## config.mk

```make
export PLATFORM = sky130hd
export DESIGN_NAME = fetch_pack_stage
export DESIGN_NICKNAME = d
export VERILOG_FILES = /design/src/rtl/fetch_pack_stage.sv
export SDC_FILE = /design/constraint.sdc
export NUM_CORES = 1
export LEC_CHECK = 0
export CAP_MARGIN = 30
export CORE_UTILIZATION = 45
export CTS_CLUSTER_DIAMETER = 100
export CTS_CLUSTER_SIZE = 25
export DETAILED_ROUTE_END_ITERATION = 10
export PLACE_DENSITY = 0.87
export SLEW_MARGIN = 20
export SYNTH_ARGS = -nofsm -noshare
export SYNTH_HDL_FRONTEND = slang
export SYNTH_SLANG_ARGS = --single-unit
```

## constraint.sdc

```tcl
create_clock -name clk -period 6.9 [get_ports clk]
set_clock_uncertainty 0.05 [all_clocks]
set_input_delay 1.38 -clock clk [delete_from_list [all_inputs] [get_ports clk]]
set_output_delay 1.38 -clock clk [all_outputs]
set_load 0.01 [all_outputs]
```

## src/rtl/fetch_pack_stage.sv

```systemverilog
// Fetch packing stage: walks the PC, fetches one aligned line at a time and pushes
// its instructions, compacted from port 0, into the decode FIFO. Option: FETCH_RSP_BYPASS_EN.
module fetch_pack_stage #(
    parameter int                    PORT_NUM   = 2,
    parameter int                    INST_WIDTH = 32,
    parameter int                    ADDR_WIDTH = 32,
    parameter logic [ADDR_WIDTH-1:0] RESET_PC   = 32'h8000_0000
) (
    input  logic                                            clk,
    input  logic                                            rst_n,
    output logic                                            bus_req_valid,
    input  logic                                            bus_req_ready,
    output logic [ADDR_WIDTH-1:0]                           bus_req_addr,
    input  logic                                            bus_rsp_valid,
    input  logic [PORT_NUM*INST_WIDTH-1:0]                  bus_rsp_data,
    input  logic                                            redirect_valid,
    input  logic [ADDR_WIDTH-1:0]                           redirect_pc,
    output logic [0:PORT_NUM-1][ADDR_WIDTH+INST_WIDTH-1:0]  fifo_data_in,
    output logic [PORT_NUM-1:0]                             fifo_data_in_valid,
    input  logic [PORT_NUM-1:0]                             fifo_data_in_enable,
    output logic                                            fifo_push,
    input  logic                                            fifo_full,
    output logic                                            fifo_flush
);

    localparam int SW         = $clog2(PORT_NUM);
    localparam int CW         = SW + 1;
    localparam int LINE_SHIFT = SW + 2;
    localparam logic [ADDR_WIDTH-1:0] LINE_MASK = ~ADDR_WIDTH'((1 << LINE_SHIFT) - 1);

    typedef enum logic [2:0] {
        S_IDLE,
        S_REQ,
        S_WAIT,
        S_HOLD,
        S_DROP
    } state_t;

    state_t                         state_q, state_d;
    logic [ADDR_WIDTH-1:0]          pc_q, pc_d;
    logic [PORT_NUM*INST_WIDTH-1:0] line_q, line_d;
    logic [SW-1:0]                  slot_q, slot_d;

    logic [ADDR_WIDTH-1:0]          line_addr;
    logic [PORT_NUM*INST_WIDTH-1:0] src_line;
    logic [SW-1:0]                  src_slot;
    logic                           src_act;
    logic [CW-1:0]                  pending;
    logic [CW-1:0]                  accepted;
    logic [CW-1:0]                  slot_sum;
    logic                           line_done;
    int                             idx;

    assign line_addr     = pc_q & LINE_MASK;
    assign bus_req_addr  = line_addr;
    assign bus_req_valid = (state_q == S_REQ) && !redirect_valid;
    assign fifo_flush    = redirect_valid;

    // Push datapath: the source is the held line, or the live response when bypassing.
    always_comb begin
        src_line           = line_q;
        src_slot           = slot_q;
        src_act            = (state_q == S_HOLD);
`ifdef FETCH_RSP_BYPASS_EN
        if (state_q == S_WAIT && bus_rsp_valid) begin
            src_line = bus_rsp_data;
            src_slot = pc_q[LINE_SHIFT-1:2];
            src_act  = 1'b1;
        end
`endif
        pending            = CW'(PORT_NUM) - {1'b0, src_slot};
        fifo_data_in_valid = '0;
        fifo_data_in       = '0;
        accepted           = '0;
        idx                = 0;
        for (int k = 0; k < PORT_NUM; k++) begin
            if (src_act && (CW'(k) < pending)) begin
                idx                   = int'(src_slot) + k;
                fifo_data_in_valid[k] = 1'b1;
                fifo_data_in[k]       = {line_addr + ADDR_WIDTH'(4 * idx),
                                         src_line[idx*INST_WIDTH +: INST_WIDTH]};
            end
        end
        for (int k = 0; k < PORT_NUM; k++) begin
            accepted = accepted + {{SW{1'b0}}, fifo_data_in_valid[k] & fifo_data_in_enable[k]};
        end
        fifo_push = src_act && !fifo_full && !redirect_valid;
        slot_sum  = {1'b0, src_slot} + accepted;
        line_done = (slot_sum == CW'(PORT_NUM));
    end

    always_comb begin
        state_d = state_q;
        pc_d    = pc_q;
        line_d  = line_q;
        slot_d  = slot_q;
        case (state_q)
            S_IDLE: state_d = S_REQ;
            S_REQ: begin
                if (bus_req_valid && bus_req_ready) state_d = S_WAIT;
            end
            S_WAIT: begin
                if (bus_rsp_valid) begin
                    line_d  = bus_rsp_data;
                    slot_d  = pc_q[LINE_SHIFT-1:2];
                    state_d = S_HOLD;
                end
            end
            S_HOLD: state_d = S_HOLD;
            S_DROP: begin
                if (bus_rsp_valid) state_d = S_REQ;
            end
            default: state_d = S_IDLE;
        endcase

        if (fifo_push) begin
            if (line_done) begin
                pc_d    = line_addr + ADDR_WIDTH'(PORT_NUM * 4);
                state_d = S_REQ;
            end else begin
                slot_d  = SW'(slot_sum);
                state_d = S_HOLD;
            end
        end

        // A redirect must not let a new request overtake a response still in flight.
        if (redirect_valid) begin
            pc_d = redirect_pc & ~ADDR_WIDTH'(3);
            if ((state_q == S_WAIT || state_q == S_DROP) && !bus_rsp_valid)
                state_d = S_DROP;
            else
                state_d = S_REQ;
        end
    end

    always_ff @(posedge clk) begin
        if (!rst_n) begin
            state_q <= S_IDLE;
            pc_q    <= RESET_PC;
            line_q  <= '0;
            slot_q  <= '0;
        end else begin
            state_q <= state_d;
            pc_q    <= pc_d;
            line_q  <= line_d;
            slot_q  <= slot_d;
        end
    end

endmodule

```

## Yosys cells after proc, flatten, opt, wreduce, memory -nomap -nowiden

Cells that the tools add are included.

| storage, ports and cells | value |
|---|---|
| bits in registers | 100 |
| input bits | 104 |
| output and inout bits | 165 |

| operators by class | value |
|---|---|
| add/subtract/negate cells | 7 |
| order comparisons | 2 |
| equal/unequal tests | 8 |
| shift-type cells | 2 |
| multiplexer cells | 19 |
| bitwise logic cells | 3 |
| reductions and logical operators | 19 |

Operator list:

| kind | count |
|---|---|
| $mux 64 | 2 |
| $mux 32 | 3 |
| $shiftx 64x7->32 | 1 |
| $shiftx 64x8->32 | 1 |
| $add 32x3->32 | 1 |
| $add 32x4->32 | 1 |
| $add 32x4->32 const B | 1 |
| $mux 3 | 6 |
| $pmux 3 s5 | 1 |
| $ne 4x4->1 const B | 2 |
| $logic_and 1x1->1 | 7 |
| $eq 3x2->1 const B | 2 |
| $mux 1 | 6 |
| $reduce_and 2->1 | 3 |
| $lt 1x2->1 const A | 2 |
| $ne 4x3->1 const B | 1 |
| $reduce_bool 2->1 | 2 |
| $eq 3x1->1 const B | 1 |
| $eq 3x3->1 const B | 1 |
| $logic_not 1->1 | 3 |
| $logic_not 3->1 | 1 |
| $reduce_and 3->1 | 1 |
| $add 1x1->2 | 1 |
| $add 1x1->2 const B | 1 |
| other kinds (8) | 9 |

## Depth between registers and ports, before layout

Gate-level depths: netlist of run 1.

| depth | value |
|---|---|
| depth in word-level cells | 11 |
| gate-level depth with buffers | 12 |
| gate-level depth less buffers | 8 |

## Worst setup path after synthesis of run 1

OpenSTA, ideal clock, no wires.

| timing path | value |
|---|---|
| kind | input to output |
| start point | input fifo_full |
| end point | output fifo_push |
| arrival time | 2.251 ns |
| setup slack | 3.219 ns |
| stages on the path | 4 |
| path buffers | 2 |
| cell sequence | or3b_1 > clkbuf_1 > clkbuf_1 > nor2_1 |

| between the ends | value |
|---|---|
| word-level cells in the longest chain between the ends | 3 |

Ends and longest elaborated chain:

| what | line | RTL |
|---|---|---|
| start: declaration | 22 | `input logic fifo_full,` |
| $logic_not 1->1 | 87 | `fifo_push = src_act && !fifo_full && !redirect_valid;` |
| $logic_and 1x1->1 (2 in series) | 87 |  |
| end: declaration | 21 | `output logic fifo_push,` |

Every way passes these cells.

==> results of run 1 <==
==> power by group <==
part | internal [uW] | leakage, uW | switching [uW] | total, uW
sequential | 581 | 0.000798 | 39.4 | 620
combinational | 100 | 0.00197 | 72.3 | 172
clock | 252 | 0.000143 | 246 | 498
==> per-layer routing <==
layer	vias up	global-route usage [%]
met5	-	0
met4	0	13.89
met3	49	7.942
met2	379	49.50
met1	3190	32.03
li1	3352	-
==> Yosys cell counts (4+ instances only) <==
cell type / n / area, sq um
nand4_1: 15 / 93.84
buf_4: 41 / 307.8
nor2_1: 57 / 214.0
xnor2_1: 16 / 140.1
o21ai_0: 35 / 175.2
or3_1: 17 / 106.4
a21oi_1: 93 / 465.5
nand2_1: 157 / 589.3
clkbuf_1: 56 / 210.2
and2_1: 43 / 269.0
a211oi_1: 4 / 30.03
mux2i_1: 33 / 330.3
nor4_1: 8 / 50.05
o211ai_1: 7 / 52.55
or4_1: 13 / 97.59
and3_1: 30 / 187.7
nor3_1: 16 / 80.08
inv_1: 9 / 33.78
nor2b_1: 4 / 25.02
a31oi_1: 15 / 93.84
dfxtp_1: 98 / 1962
o31ai_1: 7 / 52.55
buf_1: 6 / 22.52
and4_1: 12 / 105.1
buf_2: 11 / 55.05
nand3_1: 10 / 50.05
==> sequential cells by signal (all words and copies together), names as in the netlist <==
signal and flops:
line_q 64, pc_q 30, state_q 3, slot_q 1
==> metrics by stage <==
step	cell area, sq um	cells	utilization [%]	power, uW
2_1_floorplan	6384	878	-	712.6
4_1_cts	8972	1228	64.89	1293
6_report	8972	1228	64.89	1290
3_5_place_dp	8687	1212	62.83	802.5
3_3_place_gp	8680	1211	62.77	798.9
5_1_grt	8972	1228	64.89	1329
==> path summary, 6_finish.rpt <==
| path | end | slack, ns | depth (start not counted) |
|---|---|---|---|
| setup / recovery | fifo_data_in[59] | 1.67 | 7 |
| hold / removal | line_q[31] | 0.40 | 2 |
| setup reg to reg | pc_q[28] | 2.87 | 10 |
| hold reg to reg | line_q[31] | 0.40 | 2 |
==> cell families after synthesis <==
family	count (synthesis)	synth area share, %
AOI/OAI and AO/OA	179	16.11
xor gates and xnor gates	19	2.616
adders and majority gates	4	0.9049
buffers and inverters	128	10.46
DFF	98	30.84
muxes	34	5.370
other	1	0.05895
and+or+nand+nor	409	33.64
==> tightest hold or removal path: stages (launching register included) <==
cell,delay [ns]
dfxtp_1,0.31
nand2_1,0.05
a21oi_1,0.05
==> layout make-up <==
cell class | instances | share of cell area [%]
clock inverters | 7 | 0.6694
repair buffers | 272 | 29.98
multi-input cells | 652 | 42.03
inverters | 10 | 0.4184
clock buffers | 9 | 2.510
well taps | 180 | 2.510
flip-flops and latches | 98 | 21.88
==> qor.csv, run 1 <==
metric;value;unit
status;complete, no violations;
Ant. Diodes;0;
I/O Pins;269;
worst skew pair latency;0.35;ns
DPL Wire Length;14.88;mm
Min-Delay Path Class;flip-flop to flip-flop;
Final Critical Period;5.232;ns
Initial Util;46.00;%
setup bufs post-CTS;0;
fin worst setup slack;1.668;ns
Worst Path Buf+Inv;1;
GRT Total Usage;28.54;%
pre-CTS WS;2.088;ns
Metal-1 WL;8.350;mm
largest net degree at the start of global routing;69;
worst vdd ir;0.1247;mV
post-synth cell types;59;
CP max-delay cell;or4_4;
Die Area;14620;sq um
Die H;120.9;um
slew margin rel.;41.46;%
gr ovfl total;0;
Top delay family on crit path;simple AND/OR/NAND/NOR gates;
commonest non-fill, non-tap cell in the layout;clkdlybuf4s50_1;
clk sinks;98;
Slew @ Worst Pin;0.8714;ns
hold_ws;0.4018;ns
synthesis-to-layout area growth;41.05;%
Slowest Stage Delay on Critical Path;0.65;ns
Worst Path Required;5.47;ns
most used cell along the critical path;ha_1;
starting DRC count in detailed routing;530;
CTS tree;done;
DR vias;6970;
Setup Viol. Count Final;0;
Buffers on Ports;259;
cts bufs inserted;9;
first-pass GRT wire length;32.70;mm
RSZ-0062 raised after global routing;no;
Setup TNS Final;0;ns
htree depth;3;
die span in x;120.9;um
ANT nets after route;0;
Critical Path End Type;output pin;
gp weighted congestion;0.9207;
HP Start;line_q[31];
syn_area_per_cell;7.295;sq um
WL met3;2.109;mm
met2 routed WL;10.39;mm
Routed WL;21.52;mm
clock-pin slew on the worst setup and hold paths;0.07;ns
Final Hold Fails;0;
reg2reg start;state_q[0];
Nets;1151;
max-cap violation count;0;
initial antenna violation count;0;
share of post-route cells with drive strength above 1;4.198;%
CP Cell Sequence;ha_1 -> ha_1 -> nand3_4 -> or4_4 -> or4_1 -> a21oi_1 -> clkdlybuf4s50_1;
P per Cell Area;143.8;nW/um^2
vias in the first global route;6349;
Sequential cell area;1963;sq um
Crit Path Max Fanout;14;
router iterations before antenna repair;5;
Arr. time, crit path;3.80;ns
startpoint types;flip-flop;
uppermost layer routed;met4;
Slew Viols, Final;0;
most frequent cells in the layout;clkdlybuf4s50_1, nand2_1, dfxtp_1, a21oi_1, nor2_1;
number of hold buffers added after CTS;0;
Vias/cell;5.676;
clk buf depth;2;
multi-input logic area;3771;sq um
Main synth FF type;dfxtp_1;
Post-synth EDFFs;0;
post_cts resized;0;
average wire per cell in the routed design;17.53;um
Yosys Warn Count;0;
Pleak;0.002915;uW
Fill cells;1163;
#FFs+latches synth;98;
Tcrit/Tclk final;75.83;%
row cnt;43;
Mapped Cells;872;
mapped cell area;6361;sq um
clock root buffer;clkbuf_16;
Worst Setup SP;pc_q[3];
critical path type;flip-flop to output pin;
DRC viols;0;
Post-synth ARST share;0;%
post-synthesis sequential area ratio;30.84;%
Achievable Freq;191.1;MHz
Core ar.;13830;sq um
(Power assumes the default switching activity.)
==> inputs of run 2 (changes only) <==
--- a/config.mk
+++ b/config.mk
@@ -6,11 +6,11 @@
 export NUM_CORES = 1
 export LEC_CHECK = 0
 export CAP_MARGIN = 30
-export CORE_UTILIZATION = 45
+export CORE_UTILIZATION = 39
 export CTS_CLUSTER_DIAMETER = 100
 export CTS_CLUSTER_SIZE = 25
 export DETAILED_ROUTE_END_ITERATION = 10
-export PLACE_DENSITY = 0.87
+export PLACE_DENSITY = 0.8
 export SLEW_MARGIN = 20
 export SYNTH_ARGS = -nofsm -noshare
 export SYNTH_HDL_FRONTEND = slang
==> constraint.sdc (replaced) <==
create_clock -name clk -period 4.2 [get_ports clk]
set_clock_uncertainty 0.05 [all_clocks]
set_input_delay 0.84 -clock clk [delete_from_list [all_inputs] [get_ports clk]]
set_output_delay 0.84 -clock clk [all_outputs]
set_load 0.01 [all_outputs]
==> run 2 against run 1 <==
First-iteration DRC count decreased by 1.3%; clock power increased by 61%; final cell count increased by 3.7%; hold slack about the same; utilization decreased by 7.6 points; total power increased by 64%; largest power group unchanged; via count decreased by 0.39%.
==> qor.csv, run 2 (synthesis gave the netlist of run 1 again) <==
metric;value;unit
status;complete, no violations;
Slew Viols, Final;0;
clk sinks;98;
Critical Path End Type;output pin;
Arr. time, crit path;3.23;ns
initial antenna violation count;0;
R2R setup slack;0.79;ns
slew margin rel.;37.57;%
Tcrit/Tclk final;98.16;%
router iterations before antenna repair;5;
critical path type;flip-flop to output pin;
register share of total power;47.6;%
clock share of power;38.0;%
GRT Total Usage;25.93;%
clock root buffer;clkbuf_16;
Nets;1162;
Routed WL;22.25;mm
Fill cells;1487;
max reg flops;64;
Psw;569.5;uW
gp weighted congestion;0.9480;
Achievable Freq;242.6;MHz
number of hold buffers added after CTS;0;
switching part of the total;26.94;%
Core ar.;15890;sq um
die span in x;129.7;um
startpoint types;flip-flop;
clock-pin slew on the worst setup and hold paths;0.07;ns
cts bufs inserted;9;
starting DRC count in detailed routing;523;
Worst Hold End;line_q[31];
DRC viols;0;
Setup TNS Final;0;ns
Ant. Diodes;0;
Sequential cell area;1963;sq um
hold path depth;2;
max-cap violation count;0;
Final Hold Fails;0;
vias in the first global route;6308;
htree depth;3;
Crit Path Max Fanout;13;
worst vdd ir;0.1875;mV
Vias/cell;5.450;
ANT nets after route;0;
most frequent cells in the layout;clkdlybuf4s50_1, nand2_1, dfxtp_1, a21oi_1, nor2_1;
Final Critical Period;4.123;ns
post_cts resized;0;
Initial Util;40.04;%
reg2reg start;slot_q;
Slew @ Worst Pin;0.9293;ns
Die Area;16820;sq um
Pleak;0.002954;uW
P per Cell Area;232.4;nW/um^2
RSZ-0062 raised after global routing;no;
Placed Instances;1259;
I/O Pins;269;
worst skew pair latency;0.34;ns
DR vias;6943;
multi-input logic area;3774;sq um
final std cells w/o fill;1274;
average wire per cell in the routed design;17.46;um
setup bufs post-CTS;0;
Top reg by flops;line_q;
synthesis-to-layout area growth;43.00;%
Worst Path Required;3.31;ns
CTS tree;done;
gr ovfl total;0;
largest net degree at the start of global routing;72;
combinational power share;14.4;%
row cnt;46;
Int Power;1545;uW
Die H;129.7;um
Min-Delay Path Class;flip-flop to flip-flop;
Largest regs;line_q x64, pc_q x30, state_q x3;
DPL Wire Length;15.64;mm
FF-to-FF End;pc_q[23];
share of post-route cells with drive strength above 1;5.198;%
first-pass GRT wire length;33.73;mm
Buffers on Ports;259;
clk buf depth;2;
HP Start;line_q[31];
r2r worst-path depth;10;
commonest non-fill, non-tap cell in the layout;clkdlybuf4s50_1;
Tot Pwr;2114;uW
Setup Viol. Count Final;0;
[run 2: metrics by stage]
stage	setup slack, ns	util, %	area, sq um	hold WS [ns]
floorplan	1.062	-	6384	0.3857
global placement	0.5294	55.51	8817	0.3910
detailed placement	0.5101	55.51	8817	0.3958
CTS	0.1143	57.26	9096	0.4048
global route	0.004072	57.26	9096	0.4247
finish	0.07728	57.26	9096	0.4023
[run 2: worst max path at each step]
stage	startpoint	end	slack (ns)	cells after the start
3_5_place_dp	pc_q[8]	fifo_data_in[60]	0.51	5
6_report	pc_q[8]	fifo_data_in[60]	0.08	5
4_1_cts	pc_q[8]	fifo_data_in[60]	0.11	5
5_1_grt	pc_q[9]	fifo_data_in[60]	0.004	5
3_3_place_gp	pc_q[8]	fifo_data_in[60]	0.53	5
2_1_floorplan	pc_q[3]	fifo_data_in[53]	1.06	7
[run 2: area by class of cell]
type / count / share of cell area [%]
clock inverters: 5 / 0.4402
multi-input cells: 652 / 41.49
clock buffers: 10 / 2.627
repair buffers: 283 / 30.48
inverters: 10 / 0.4127
well taps: 216 / 2.971
flip-flops and latches: 98 / 21.58
[run 2: worst max-delay path: stages (launching register included)]
cell and delay, ns:
dfxtp_1 0.61, nand4_4 0.21, or4_1 0.75, or4_1 0.53
a21oi_1 0.22, clkdlybuf4s50_1 0.57
[run 2: power by group through the flow]
| stage | clock [uW] | combinational (uW) | sequential [uW] |
|---|---|---|---|
| floorplan | 0 | 176 | 994 |
| global placement | 0 | 301 | 1020 |
| detailed placement | 0 | 303 | 1030 |
| CTS | 815 | 305 | 1000 |
| global route | 854 | 330 | 1010 |
| finish | 803 | 305 | 1010 |
[run 2: layer usage]
metal	up-vias	wire length (um)	track usage, %
met2	312	10850	45.08
met4	0	473	8.550
met5	-	0	0
met1	3245	8638	29.50
met3	28	2288	9.266
li1	3358	-	-
==> inputs of run 3 (changes only) <==
--- a/config.mk
+++ b/config.mk
@@ -6,11 +6,11 @@
 export NUM_CORES = 1
 export LEC_CHECK = 0
 export CAP_MARGIN = 30
-export CORE_UTILIZATION = 39
+export CORE_UTILIZATION = 44
 export CTS_CLUSTER_DIAMETER = 100
 export CTS_CLUSTER_SIZE = 25
 export DETAILED_ROUTE_END_ITERATION = 10
-export PLACE_DENSITY = 0.8
+export PLACE_DENSITY = 0.85
 export SLEW_MARGIN = 20
 export SYNTH_ARGS = -nofsm -noshare
 export SYNTH_HDL_FRONTEND = slang
==> constraint.sdc (replaced) <==
create_clock -name clk -period 3.9 [get_ports clk]
set_clock_uncertainty 0.05 [all_clocks]
set_input_delay 0.78 -clock clk [delete_from_list [all_inputs] [get_ports clk]]
set_output_delay 0.78 -clock clk [all_outputs]
set_load 0.01 [all_outputs]
==> run 3 against run 2 <==
Sequential power is 7% higher; wire length decreased by 1.8%; count of clock-buffer cells in the layout is 1 higher; register-to-register slack got worse by 0.08 ns; via count grew 1.7%; critical path depth up 3; hold slack improved by 0.0025 ns; first-iteration DRC count is 20% lower; utilization increased by 8.1 points; clock power rose by 13%; die area decreased by 11%; total power up 9.6%; critical endpoint is now fifo_data_in[53]; largest cell class unchanged.
==> qor.csv, run 3 (synthesis gave the netlist of run 1 again) <==
metric;value;unit
status;complete, no violations;
Slew @ Worst Pin;0.9300;ns
cts bufs inserted;9;
synthesis-to-layout area growth;43.78;%
switching part of the total;26.94;%
multi-input logic area;3790;sq um
critical path type;flip-flop to output pin;
Largest regs;line_q x64, pc_q x30, state_q x3;
max reg flops;64;
Critical Path End Type;output pin;
clk sinks;98;
dpl cell area;8795;sq um
Die H;122.2;um
first-pass GRT wire length;32.96;mm
clock share of power;39.0;%
P per Cell Area;253.4;nW/um^2
Arr. time, crit path;2.98;ns
clk buf depth;2;
HP Start;line_q[13];
worst skew pair latency;0.35;ns
commonest non-fill, non-tap cell in the layout;clkdlybuf4s50_1;
initial antenna violation count;0;
starting DRC count in detailed routing;421;
average wire per cell in the routed design;17.53;um
Achievable Freq;262.5;MHz
DR vias;7060;
I/O Pins;269;
share of post-route cells with drive strength above 1;7.129;%
Vias/cell;5.666;
Final Hold Fails;0;
reg2reg start;slot_q;
Slew Viols, Final;0;
htree depth;3;
Fill cells;1207;
row cnt;43;
clock-pin slew on the worst setup and hold paths;0.07;ns
RSZ-0062 raised after global routing;yes;
CTS tree;done;
gr ovfl total;0;
Min-Delay Path Class;flip-flop to flip-flop;
clock root buffer;clkbuf_16;
Setup Viol. Count Final;0;
Ant. Diodes;0;
Die Area;14940;sq um
Initial Util;45.47;%
startpoint types;flip-flop;
Sequential cell area;1977;sq um
Psw;624.4;uW
Final Cell Area;9146;sq um
hold_ws;0.4048;ns
vias in the first global route;6431;
worst vdd ir;0.2587;mV
Buffers on Ports;259;
Pleak;0.003024;uW
gp weighted congestion;0.9274;
ANT nets after route;0;
register share of total power;46.6;%
Int Power;1693;uW
largest net degree at the start of global routing;82;
combinational power share;14.3;%
Core ar.;13990;sq um
Tcrit/Tclk final;97.69;%
DRC viols;0;
Final Critical Period;3.810;ns
Nets;1169;
router iterations before antenna repair;5;
GRT Total Usage;28.41;%
most frequent cells in the layout;clkdlybuf4s50_1, nand2_1, a21oi_1, dfxtp_1, nor2_1;
max-cap violation count;0;
die span in x;122.2;um
slew margin rel.;38.00;%
Worst Setup SP;pc_q[3];
Top reg by flops;line_q;
DPL Wire Length;14.98;mm
number of hold buffers added after CTS;0;
Routed WL;21.85;mm
Crit Path Max Fanout;9;
Worst Path Required;3.07;ns
## run 3: cell types whose count changed in the layout (fill, tap and decap cells not counted), moves of 2 or more
| cell | previous run | this run |
|---|---|---|
| dfxtp_2 | 1 | 12 |
| dfxtp_1 | 97 | 86 |
| buf_4 | 24 | 30 |
| clkinvlp_4 | 3 | 0 |
| inv_6 | 1 | 3 |
## run 3: worst paths after layout
| path | depth (start not counted) | slack, ns | end |
|---|---|---|---|
| max | 8 | 0.09 | fifo_data_in[53] |
| min | 2 | 0.40 | line_q[13] |
| max reg2reg | 9 | 0.71 | pc_q[28] |
| min reg2reg | 2 | 0.40 | line_q[13] |
## run 3: repair_timing
item / CTS / global route
pin swaps: 1 / 0
hold endpoints to repair: 0 / 0
gates resized for setup: 1 / 14
setup buffers: 0 / 3
gates cloned: 0 / 1
setup endpoints to repair: 3 / 6
## run 3: power groups by stage
stage	Combinational, uW	Clock (uW)	Sequential, uW
final	332	904	1080
after global routing	358	964	1090
after CTS	331	921	1080
after detailed placement	329	0	1100
after global placement	323	0	1100
after floorplan	190	0	1070
## run 3: cell type report
type                    count  area share (%)
clock inverters             5          0.4788
multi-input cells         653           41.44
inverters                  10          0.4104
flip-flops and latches     98           21.61
repair buffers            289           30.83
clock buffers              11           2.763
well taps                 180           2.462
## run 3: worst max-delay path, cell delays in order (launching register included)
cell and delay [ns]:
dfxtp_1 0.34, ha_1 0.18, ha_2 0.22, nand3_4 0.16, or4_4 0.51, buf_4 0.17
or3_1 0.34, a21oi_1 0.15, clkdlybuf4s50_1 0.55
## run 3: metal layers
layer | wire length, um | up-vias | track usage (%)
met3 | 2325 | 57 | 10.87
met5 | 0 | - | 0
met4 | 796 | 0 | 12.35
li1 | - | 3385 | -
met1 | 8040 | 3274 | 30.75
met2 | 10680 | 344 | 49.09
## run 3: through the flow
step	setup slack, ns	instances	power (uW)	util [%]	TNS (ns)
floorplan	0.7868	878	1261	-	0
global placement	0.3596	1226	1423	62.87	0
detailed placement	0.3707	1226	1430	62.87	0
CTS	0.01756	1242	2329	65.00	0
global route	-0.01881	1246	2408	65.38	-0.01881
finish	0.09003	1246	2318	65.38	0
